[config.mk]
export PLATFORM = sky130hd
export DESIGN_NAME = note_field
export DESIGN_NICKNAME = d
export VERILOG_FILES = /design/src/rtl/note_field.sv
export SDC_FILE = /design/constraint.sdc
export NUM_CORES = 1
export LEC_CHECK = 0
export CORE_UTILIZATION = 45
export DETAILED_ROUTE_END_ITERATION = 7
export MAX_ROUTING_LAYER = met4
export PLACE_DENSITY = 0.67
export SLEW_MARGIN = 20
export SYNTH_ARGS = -nofsm -noshare
export SYNTH_HDL_FRONTEND = slang
export SYNTH_SLANG_ARGS = --single-unit
[constraint.sdc]
create_clock -name clock -period 4.4 [get_ports clock]
set_input_delay 0.44 -clock clock [delete_from_list [all_inputs] [get_ports clock]]
set_output_delay 0.44 -clock clock [all_outputs]
set_load 0.005 [all_outputs]
[src/rtl/note_field.sv]
// note_field: multi-lane falling-note playfield.
// Holds one note per lane, advances live notes on frame_tick, scores button
// presses against a hit window around HIT_Y, and reports with a fixed two-cycle
// latency whether the current pixel lies inside any live note.
// Ports:
//   clock, reset         system clock, synchronous active-high reset
//   frame_tick           one-cycle pulse per video frame
//   spawn[NUM_LANES]     start a note at the top of an idle lane
//   button[NUM_LANES]    edge-detected press pulses
//   curr_x, curr_y       current VGA pixel
//   in_note, in_lane     pixel inside a note / lowest such lane (latency 2)
//   hit, miss            registered one-cycle pulses per lane
//   active               lane holds a live note
//   score                saturating count of hits
module note_field #(
    parameter int unsigned NUM_LANES  = 4,
    parameter int unsigned LANE_X0    = 160,
    parameter int unsigned LANE_PITCH = 80,
    parameter int unsigned NOTE_W     = 40,
    parameter int unsigned SPEED      = 4,
    parameter int unsigned HIT_Y      = 400,
    parameter int unsigned HIT_TOL    = 16,
    parameter int unsigned SCREEN_H   = 480,
    parameter int unsigned SCORE_W    = 16
) (
    input  logic                 clock,
    input  logic                 reset,
    input  logic                 frame_tick,
    input  logic [NUM_LANES-1:0] spawn,
    input  logic [NUM_LANES-1:0] button,
    input  logic [9:0]           curr_x,
    input  logic [8:0]           curr_y,
    output logic                 in_note,
    output logic [2:0]           in_lane,
    output logic [NUM_LANES-1:0] hit,
    output logic [NUM_LANES-1:0] miss,
    output logic [NUM_LANES-1:0] active,
    output logic [SCORE_W-1:0]   score
);

    // Lower window bound clamps at zero when HIT_TOL exceeds HIT_Y.
    localparam int unsigned WIN_LO = (HIT_Y > HIT_TOL) ? (HIT_Y - HIT_TOL) : 0;
    localparam int unsigned WIN_HI = HIT_Y + HIT_TOL;
    localparam int unsigned SUM_W  = SCORE_W + 4;
    localparam logic [SCORE_W-1:0] SCORE_MAX = '1;

    typedef enum logic {
        LANE_IDLE = 1'b0,
        LANE_LIVE = 1'b1
    } lane_state_e;

    lane_state_e          state_q  [NUM_LANES];
    lane_state_e          state_d  [NUM_LANES];
    logic [8:0]           note_y_q [NUM_LANES];
    logic [8:0]           note_y_d [NUM_LANES];
    logic [9:0]           next_y   [NUM_LANES];
    logic [NUM_LANES-1:0] in_win;
    logic [NUM_LANES-1:0] hit_q, hit_d;
    logic [NUM_LANES-1:0] miss_q, miss_d;
    logic [NUM_LANES-1:0] inside_q, inside_d;
    logic [SCORE_W-1:0]   score_q, score_d;
    logic [3:0]           hit_cnt;
    logic [SUM_W-1:0]     score_sum;
    logic                 in_note_q, in_note_d;
    logic [2:0]           in_lane_q, in_lane_d;

    // Lane FSMs: hit is judged on the pre-tick position and beats miss.
    always_comb begin
        for (int i = 0; i < int'(NUM_LANES); i++) begin
            state_d[i]  = state_q[i];
            note_y_d[i] = note_y_q[i];
            hit_d[i]    = 1'b0;
            miss_d[i]   = 1'b0;
            next_y[i]   = 10'(note_y_q[i]) + 10'(SPEED);
            in_win[i]   = (11'(note_y_q[i]) >= 11'(WIN_LO)) &&
                          (11'(note_y_q[i]) <= 11'(WIN_HI));
            case (state_q[i])
                LANE_IDLE: begin
                    if (spawn[i]) begin
                        state_d[i]  = LANE_LIVE;
                        note_y_d[i] = 9'd0;
                    end
                end
                LANE_LIVE: begin
                    if (button[i] && in_win[i]) begin
                        state_d[i] = LANE_IDLE;
                        hit_d[i]   = 1'b1;
                    end else if (frame_tick) begin
                        if (next_y[i] >= 10'(SCREEN_H)) begin
                            state_d[i] = LANE_IDLE;
                            miss_d[i]  = 1'b1;
                        end else begin
                            note_y_d[i] = next_y[i][8:0];
                        end
                    end
                end
            endcase
        end
    end

    // Score adds every lane that hit this cycle, saturating at all ones.
    always_comb begin
        hit_cnt = 4'd0;
        for (int i = 0; i < int'(NUM_LANES); i++) begin
            hit_cnt = hit_cnt + 4'(hit_d[i]);
        end
        score_sum = SUM_W'(score_q) + SUM_W'(hit_cnt);
        if (score_sum > SUM_W'(SCORE_MAX)) begin
            score_d = SCORE_MAX;
        end else begin
            score_d = SCORE_W'(score_sum);
        end
    end

    // Pixel stage 1: strict per-lane inside test against current lane state.
    always_comb begin
        for (int i = 0; i < int'(NUM_LANES); i++) begin
            inside_d[i] = (state_q[i] == LANE_LIVE) &&
                          (11'(curr_x) > 11'(LANE_X0 + i * LANE_PITCH)) &&
                          (11'(curr_x) < 11'(LANE_X0 + i * LANE_PITCH + NOTE_W)) &&
                          (10'(curr_y) > 10'(note_y_q[i])) &&
                          (10'(curr_y) < 10'(note_y_q[i]) + 10'(NOTE_W));
        end
    end

    // Pixel stage 2: lowest-index lane wins.
    always_comb begin
        in_note_d = |inside_q;
        in_lane_d = 3'd0;
        for (int i = int'(NUM_LANES) - 1; i >= 0; i--) begin
            if (inside_q[i]) begin
                in_lane_d = 3'(i);
            end
        end
    end

    always_ff @(posedge clock) begin
        if (reset) begin
            for (int i = 0; i < int'(NUM_LANES); i++) begin
                state_q[i]  <= LANE_IDLE;
                note_y_q[i] <= 9'd0;
            end
            hit_q     <= '0;
            miss_q    <= '0;
            score_q   <= '0;
            inside_q  <= '0;
            in_note_q <= 1'b0;
            in_lane_q <= 3'd0;
        end else begin
            for (int i = 0; i < int'(NUM_LANES); i++) begin
                state_q[i]  <= state_d[i];
                note_y_q[i] <= note_y_d[i];
            end
            hit_q     <= hit_d;
            miss_q    <= miss_d;
            score_q   <= score_d;
            inside_q  <= inside_d;
            in_note_q <= in_note_d;
            in_lane_q <= in_lane_d;
        end
    end

    always_comb begin
        for (int i = 0; i < int'(NUM_LANES); i++) begin
            active[i] = (state_q[i] == LANE_LIVE);
        end
    end

    assign hit     = hit_q;
    assign miss    = miss_q;
    assign score   = score_q;
    assign in_note = in_note_q;
    assign in_lane = in_lane_q;

endmodule

==> flow_metrics.tcl <==
set metrics [dict create \
    status "complete, no violations" \
    drtPass1Iterations 4 \
    drive_gt1_share_pct 4.13 \
    synth_area_mm2 0.00493 \
    dieArea_mm2 0.0114 \
    finalNetCount 747 \
    via_count 4609 \
    ys_seq_elements 63 \
    cp.required_ps 4680 \
    cts_buffers 9 \
    fin_setup_tns_ps 0 \
    clk_latency_ps 350 \
    cp-end-kind "register" \
    total_power_mw 1.27 \
    hold_depth 1 \
    rsz0062_at_grt "no" \
    drtIter0Drc 228 \
    fin_crit_ps 3520 \
    yosys_warnings 0 \
    synth_cell_types 65 \
    setup_violations 0 \
    pin_count 62 \
    syn-num-nets 703 \
    grt_pass1_vias 4331 \
    hold_buffers 0 \
    synth-edff-count 0 \
    postSynthCellCount 605 \
    synth_top_flop_cell "dfxtp_1" \
    reg2reg_depth 14 \
    slowest_stage "fa_1" \
    timing.slew.headroom_pct 46.4 \
    antenna_found_initial 0 \
    fin_crit_sh_pct 80.0 \
    seq_area_frac_synth_pct 25.6 \
    antenna_left 0 \
    cp_common_cell "fa_1" \
    htreeDepth 3 \
    start_util_pct 47.2 \
    hold_class "register to register" \
    die_x_um 107 \
    finClkSkew_ps 11.5 \
    irDropWorstVdd_v 0.000272 \
    die_y_um 107 \
    n_antenna_cell 0 \
    fmax_mhz 284 \
    postCtsSetupBuffers 0 \
    p_leak_nw 2.08 \
    final_hold_viol_count 0 \
    finalWirelength_um 12700 \
    crit_fanout 13 \
    path_cells "inv_1 > ha_1 > nor2b_1 > o211a_1 > nand3_1 > nor2_1 > fa_1 > fa_1 > fa_1 > nand2_1 > nor4_2 > nand3_1 > buf_4 > a21oi_1" \
    numPortBuffers 60 \
    tightestPinTransition_ps 803 \
    cp_data_arrival_time_ps 3800 \
    drc 0 \
    cts_tree "done" \
    hpwl_um 9600 \
    crit_path_max_incr_delay_ps 550 \
    grt_pass1_wl_um 20600 \
    postCtsResizedCells 0 \
    via_per_inst 5.84 \
    powerDensity_mw_per_mm2 220 \
    async_flop_share_pct 0 \
    gp_congestion 0.862 \
    cts_root_buffer "clkbuf_8" \
    grt_max_degree 44 \
    grt-ovfl-total 0 \
    drv_slew 0 \
    placeableCoreArea_mm2 0.0105 \
    cts.reportedPaths.clkPinSlew_ps 70 \
    area_growth_pct 16.9 \
    critPathKind "register to register" \
    start_kind "register" \
    grt_usage_pct 23.6 \
    syn_avg_cell_area_um2 8.16 \
    row_count 37 \
    postLayoutSetupSlackWorst_ps 879 \
    clock_path_buffers 2 \
    pre_cts_slack_ps 769 \
    wl_per_cell_um 16.1 \
    clock-sinks 63 \
    maxCapViolCount 0 \
]
==> area by class of cell <==
cell class,instances,area (µm²)
fillers,1041,4690
repair buffers,62,611
clock inverters,3,42.5
inverters,48,183
clock buffers,12,155
well taps,136,170
flip-flops and latches,63,1260
multi-input cells,465,3350
==> where the power goes <==
group	switching, mW	internal (mW)	total, mW
logic	0.0933	0.0767	0.170
clock network	0.223	0.289	0.511
registers	0.00962	0.576	0.585
==> through the flow <==
| step | hold slack [ps] | utilization, % | instance area (µm²) | std cells |
|---|---|---|---|---|
| 2_1_floorplan | 421 | - | 4930 | 605 |
| 3_3_place_gp | 439 | 53.3 | 5570 | 774 |
| 3_5_place_dp | 440 | 53.3 | 5570 | 774 |
| 4_1_cts | 451 | 55.2 | 5770 | 789 |
| 5_1_grt | 461 | 55.2 | 5770 | 789 |
| 6_report | 453 | 55.2 | 5770 | 789 |
==> cells in the final DEF (no fill, tap or decap), types with 9 or more instances in the layout <==
cell             Yosys  routed
a21oi_1             41      41
nor2b_1             11      11
o21a_1              19      19
nand2_1             31      31
dfxtp_1             63      63
nand2b_1             9       9
clkbuf_8             0      11
o211ai_1             9       9
nor3_1              22      22
nand3_1             31      31
xnor2_1             17      17
clkdlybuf4s50_1      0      59
xor2_1              10      10
nand4_1              9       9
inv_1               46      46
nor2_1              42      42
o21ai_0             20      20
ha_1                65      65
==> routing by layer <==
metal | part of all wire [%] | global-route usage, % | vias to the layer above
met5 | 0 | - | -
met4 | 1.5 | 6.75 | 0
met3 | 5.5 | 5.35 | 18
met2 | 48 | 39.0 | 127
met1 | 45 | 28.8 | 2151
li1 | - | - | 2313
==> cells in the mapped netlist (all sizes together) (10+ instances only) <==
library cell  instances  share of area, %
a21oi                41               4.2
buf                  17               2.0
clkbuf               12              0.91
dfxtp                63                26
ha                   65                16
inv                  48               3.7
nand2                31               2.4
nand3                31               3.1
nor2                 42               3.2
nor2b                11               1.4
nor3                 22               2.2
o21a                 19               2.9
o21ai                25               2.5
xnor2                17               3.0
xor2                 10               1.8
==> critical path, delay by kind of cell, from the launching register on <==
family / cells / cell delay, ps
adder cells (fa/ha/maj): 4 / 1190
AND/OR/NAND/NOR: 6 / 1120
AO/OA/AOI/OAI: 2 / 390
flip-flops: 1 / 420
buffers and inverters: 2 / 330
==> registers in the layout, indices dropped and copies added (netlist names) <==
signal / flops
inside_q: 4
score: 16
hit: 4
state_q: 4
in_lane: 2
in_note: 1
note_y_q: 28
miss: 4
==> logic make-up (layout without fill, tap and decap cells) <==
group	Yosys count	in the layout	share of synthesized area [%]
xor+xnor	27	27	4.79
compound gates	166	166	23.4
flops	63	63	25.6
buf+inv	77	125	6.59
fa+ha+maj	68	68	17.7
simple gates	202	202	21.6
other cells	1	1	0.0760
mux	1	1	0.228
==> path summary, 6_finish.rpt <==
check	start	end	slack, ps
worst min register to register	inside_q[0]	in_lane[0]	450
worst min-delay path	inside_q[0]	in_lane[0]	450
worst max register to register	note_y_q[0][3]	score[0]	880
worst max-delay path	note_y_q[0][3]	score[0]	880
No activity file was read; power rests on OpenSTA's default activity.
